### config.mk
export PLATFORM = sky130hd
export DESIGN_NAME = decoder_rr_arbiter
export DESIGN_NICKNAME = d
export VERILOG_FILES = /design/src/rtl/decoder_pkg.sv /design/src/rtl/decoder_4to16.sv /design/src/rtl/decoder_rr_arbiter.sv
export SDC_FILE = /design/constraint.sdc
export NUM_CORES = 1
export LEC_CHECK = 0
export CORE_UTILIZATION = 58
export DETAILED_ROUTE_END_ITERATION = 7
export GPL_ROUTABILITY_DRIVEN = 1
export GPL_TIMING_DRIVEN = 0
export HOLD_SLACK_MARGIN = 0.05
export PLACE_DENSITY = 0.82
export SLEW_MARGIN = 20
export SYNTH_ARGS = -nofsm -noshare
export SYNTH_HDL_FRONTEND = slang
export SYNTH_SLANG_ARGS = --single-unit
### constraint.sdc
create_clock -name clk_in -period 5.5 [get_ports clk_in]
set_input_delay 0.55 -clock clk_in [delete_from_list [all_inputs] [get_ports clk_in]]
set_output_delay 0.55 -clock clk_in [all_outputs]
set_load 0.01 [all_outputs]
### src/rtl/decoder_pkg.sv
// Shared types, sizes and the round-robin pick helper for the select-decode arbiter.
package decoder_pkg;

    localparam int NUM_REQ = 16;
    localparam int SEL_W   = 4;

    typedef enum logic [1:0] {
        IDLE,
        GRANT,
        GAP
    } arb_state_t;

    // Walk downward so the lowest offset from ptr (first ascending hit) is written last.
    function automatic logic [SEL_W-1:0] rr_pick(input logic [NUM_REQ-1:0] req,
                                                 input logic [SEL_W-1:0]   ptr);
        logic [SEL_W-1:0] win;
        logic [SEL_W-1:0] idx;
        win = ptr;
        for (int i = NUM_REQ - 1; i >= 0; i--) begin
            idx = ptr + SEL_W'(i);
            if (req[idx]) begin
                win = idx;
            end
        end
        return win;
    endfunction

endpackage

### src/rtl/decoder_4to16.sv
// Active-low 4-to-16 decoder: one output pulled low when the active-low enable is asserted.
module decoder_4to16
    import decoder_pkg::*;
(
    input  logic [SEL_W-1:0]   sel_in,
    input  logic               en_in,
    output logic [NUM_REQ-1:0] y_n_out
);

    always_comb begin
        y_n_out = '1;
        if (!en_in) begin
            y_n_out[sel_in] = 1'b0;
        end
    end

endmodule

### src/rtl/decoder_rr_arbiter.sv
// Round-robin sequencer driving the shared active-low select decode, with hold limit
// and a break-before-make gap between grants.
module decoder_rr_arbiter
    import decoder_pkg::*;
#(
    parameter int MAX_HOLD   = 8,
    parameter int GAP_CYCLES = 1
) (
    input  logic               clk_in,
    input  logic               rst_in,
    input  logic [NUM_REQ-1:0] req_in,
    output logic [SEL_W-1:0]   sel_out,
    output logic               en_n_out,
    output logic [NUM_REQ-1:0] gnt_n_out,
    output logic               busy_out,
    output logic               timeout_out
);

    arb_state_t       state;
    arb_state_t       state_next;
    logic [SEL_W-1:0] ptr;
    logic [SEL_W-1:0] ptr_next;
    logic [7:0]       hold;
    logic [7:0]       hold_next;
    logic [3:0]       gap;
    logic [3:0]       gap_next;
    logic [SEL_W-1:0] sel_next;
    logic             en_n_next;
    logic             timeout_next;
    logic [SEL_W-1:0] winner;

    always_comb begin
        state_next   = state;
        ptr_next     = ptr;
        hold_next    = hold;
        gap_next     = gap;
        sel_next     = sel_out;
        en_n_next    = en_n_out;
        timeout_next = 1'b0;
        winner       = rr_pick(req_in, ptr);

        case (state)
            IDLE: begin
                if (|req_in) begin
                    sel_next   = winner;
                    en_n_next  = 1'b0;
                    hold_next  = 8'd0;
                    ptr_next   = winner + SEL_W'(1);
                    state_next = GRANT;
                end
            end
            GRANT: begin
                hold_next = hold + 8'd1;
                // A release in the final hold cycle is a normal release, not a timeout.
                if (!req_in[sel_out]) begin
                    en_n_next  = 1'b1;
                    gap_next   = 4'd0;
                    state_next = GAP;
                end else if (hold == 8'(MAX_HOLD - 1)) begin
                    en_n_next    = 1'b1;
                    gap_next     = 4'd0;
                    timeout_next = 1'b1;
                    state_next   = GAP;
                end
            end
            GAP: begin
                gap_next = gap + 4'd1;
                if (gap == 4'(GAP_CYCLES - 1)) begin
                    state_next = IDLE;
                end
            end
            default: begin
                state_next = IDLE;
            end
        endcase
    end

    always_ff @(posedge clk_in) begin
        if (rst_in) begin
            state       <= IDLE;
            ptr         <= '0;
            hold        <= 8'd0;
            gap         <= 4'd0;
            sel_out     <= '0;
            en_n_out    <= 1'b1;
            busy_out    <= 1'b0;
            timeout_out <= 1'b0;
        end else begin
            state       <= state_next;
            ptr         <= ptr_next;
            hold        <= hold_next;
            gap         <= gap_next;
            sel_out     <= sel_next;
            en_n_out    <= en_n_next;
            busy_out    <= (state_next != IDLE);
            timeout_out <= timeout_next;
        end
    end

    decoder_4to16 u_decode (
        .sel_in  (sel_out),
        .en_in   (en_n_out),
        .y_n_out (gnt_n_out)
    );

endmodule
==> flow_summary.ini <==
[status]
status = finished, final reports clean

[timing]
worst_pin_slew_ns = 0.787
rsz0062_at_grt = false
slew_headroom = 0.460
fin_skew_ns = 0.00379
setup_ws_ns = 0.783
period_minus_slack_ns = 4.72
setup_viol = 0
max_freq_ghz = 0.212
slew_viol_final = 0
fin_crit_sh = 0.858
hold_slack_ns = 0.504
fin_setup_tns_ns = 0
finalHoldViolations = 0

[final_layout]
drive_gt1_frac = 0.150
final_cell_mix = 44 x nor2_1, 43 x nand2_1, 40 x clkdlybuf4s50_1
syn2layout_area_growth_pct = 14.9
nets = 503
final_common_cell = nor2_1
n_antenna_cell = 0

[global_route]
grt_pass1_vias = 3448
grt_use_total = 0.342
grt_start_max_net_pins = 16
grt_pass1_wl_microns = 17400
grt_overflow = 0
antenna_found_initial = 0

[setup_path]
critPathLaunch = ptr[1]
critPathLaunchType = flop
crit_chain = buf_4 > inv_1 > ha_1 > buf_6 > mux4_2 > mux4_2 > nor3_2 > o221ai_2 > and3_1 > nor3_1 > inv_1 > ha_1 > xnor2_1 > a211oi_1
crit_path_end_kind = flop
slowest_stage = mux4_2
cp.arrival_ns = 4.91
slowest_delay_ns = 0.62
crit_fanout = 19
reg2reg_from = ptr[1]
crit_type = flop to flop
critPathRequiredTime_ns = 5.70

[power_and_ir_drop]
switchingPower_w = 0.00148
pwr-share-comb = 0.865
pwr-share-clk = 0.041
leakage_nw = 1.57
seq_power_share = 0.093
switching_share = 0.533
vdd_ir_drop_max_v = 0.000408
power-per-cell-area_mw_per_mm2 = 649
internal-power_w = 0.00130
p_total_w = 0.00278

[yosys]
synth_top_cell_by_area = mux4_2
synthesis.area_sq_mm = 0.00372
syn-num-nets = 459
synth_area_leaders = mux4_2 21%, dfxtp_1 13%, mux2i_1 9.1%
synth_top_flop_cell = dfxtp_1
syn_avg_cell_area_sq_um = 8.66
async_reset_ff_frac = 0
yosysWarnings = 0
synth_edf_count = 0
synth_cell_types = 70
synth_top_area_share = 0.212
ys_seq_elements = 25
ys_seq_area_frac = 0.134
synthCells = 430

[clocking]
hold_buffers = 0
post-cts-setup-buffers = 0
clock-sinks = 25
cts_tree = done
numCtsBuffers = 3
root_buffer = clkbuf_8
clk_latency_ns = 0.28
cts.htree.levels = 1
cts_resized = 0
path_clk_slew_ns = 0.09
clock_path_buffers = 2

[placed_design]
dp_slack_ns = 0.246
port_buffers = 40
gp_congestion = 1.00
place_hpwl_microns = 8520

[routing]
viasPerCell = 6.97
detail_route.wl_per_cell_microns = 20.2
dr.pass1.iters = 5
drc = 0
antenna_left = 0
wl_microns = 11100
drtIter0Drc = 453
vias = 3817

[floorplan]
coreArea_sq_mm = 0.00606
row_count = 28
die_area_sq_mm = 0.00674
die-height_microns = 82.1
start_util = 0.614
io_pins = 41
die_x_microns = 82.1

[job]
maxCapViolations = 0

[hold_path]
min_from = hold[7]
min_path_type = flop to flop
final timing paths:
| path | endpoint | slack, ns | cells past startpoint |
|---|---|---|---|
| hold reg to reg | hold[7] | 0.50 | 2 |
| hold / removal | hold[7] | 0.50 | 2 |
| setup reg to reg | ptr[2] | 0.78 | 14 |
| setup / recovery | ptr[2] | 0.78 | 14 |
cell usage after synthesis (11+ instances only):
cell / count
clkbuf_1: 12
nand3_1: 17
xnor2_1: 12
mux4_2: 35
nand2_1: 43
o21ai_0: 13
nor2_1: 44
mux2i_1: 34
ha_1: 11
inv_1: 12
dfxtp_1: 25
a21oi_1: 35
routing by layer:
layer,GRT usage,wire (microns),share of wire
met1,0.461,4710,0.43
met2,0.554,5070,0.46
met3,0.0714,1010,0.091
met4,0.0947,284,0.026
met5,0,0,0
metrics by stage:
step | area (sq um) | util | std cells
2_1_floorplan | 3720 | - | 430
3_5_place_dp | 4220 | 0.696 | 545
5_1_grt | 4280 | 0.706 | 548
6_report | 4280 | 0.706 | 548
4_1_cts | 4270 | 0.704 | 549
3_3_place_gp | 4220 | 0.696 | 545
worst max-delay path: cells and delay by family (launching register included):
family | cells | cell delay [ns]
adder cells (fa/ha/maj) | 2 | 0.59
XOR/XNOR | 1 | 0.12
AND/OR/NAND/NOR | 3 | 0.86
buffers and inverters | 4 | 0.90
flip-flops | 1 | 0.57
multiplexers | 2 | 1.21
AO/OA/AOI/OAI | 2 | 0.39
power groups by stage:
stage	combinational (W)	clock, W	sequential, W
4_1_cts	0.00233	0.000114	0.000258
5_1_grt	0.00258	0.000121	0.000264
6_report	0.00240	0.000115	0.000259
3_5_place_dp	0.00232	0	0.000262
3_3_place_gp	0.00228	0	0.000260
2_1_floorplan	0.00179	0	0.000259
state kept, by name, summed over array words and instances (netlist names):
| name | cells |
|---|---|
| gap | 4 |
| state | 2 |
| busy_out | 1 |
| timeout_out | 1 |
| en_n_out | 1 |
| ptr | 4 |
| sel_out | 4 |
| hold | 8 |
cell type report:
cell class | count | area, sq um
buffer | 25 | 140
clock buffer | 3 | 41.3
clock inverter | 1 | 7.51
fill | 502 | 1780
inverter | 14 | 52.6
multi-input combinational | 365 | 3040
sequential | 25 | 500
tap | 75 | 93.8
timing repair buffer | 40 | 400
logic make-up (layout without fill, tap and decap cells):
| kind of cell | count (synthesis) | count (layout) | synth area share |
|---|---|---|---|
| adders and majority gates | 11 | 11 | 0.0370 |
| xor gates and xnor gates | 16 | 16 | 0.0417 |
| AOI/OAI and AO/OA | 107 | 107 | 0.195 |
| and+or+nand+nor | 154 | 154 | 0.199 |
| buffers and inverters | 40 | 83 | 0.0528 |
| DFF | 25 | 25 | 0.134 |
| muxes | 77 | 77 | 0.340 |
(Power assumes the default switching activity.)
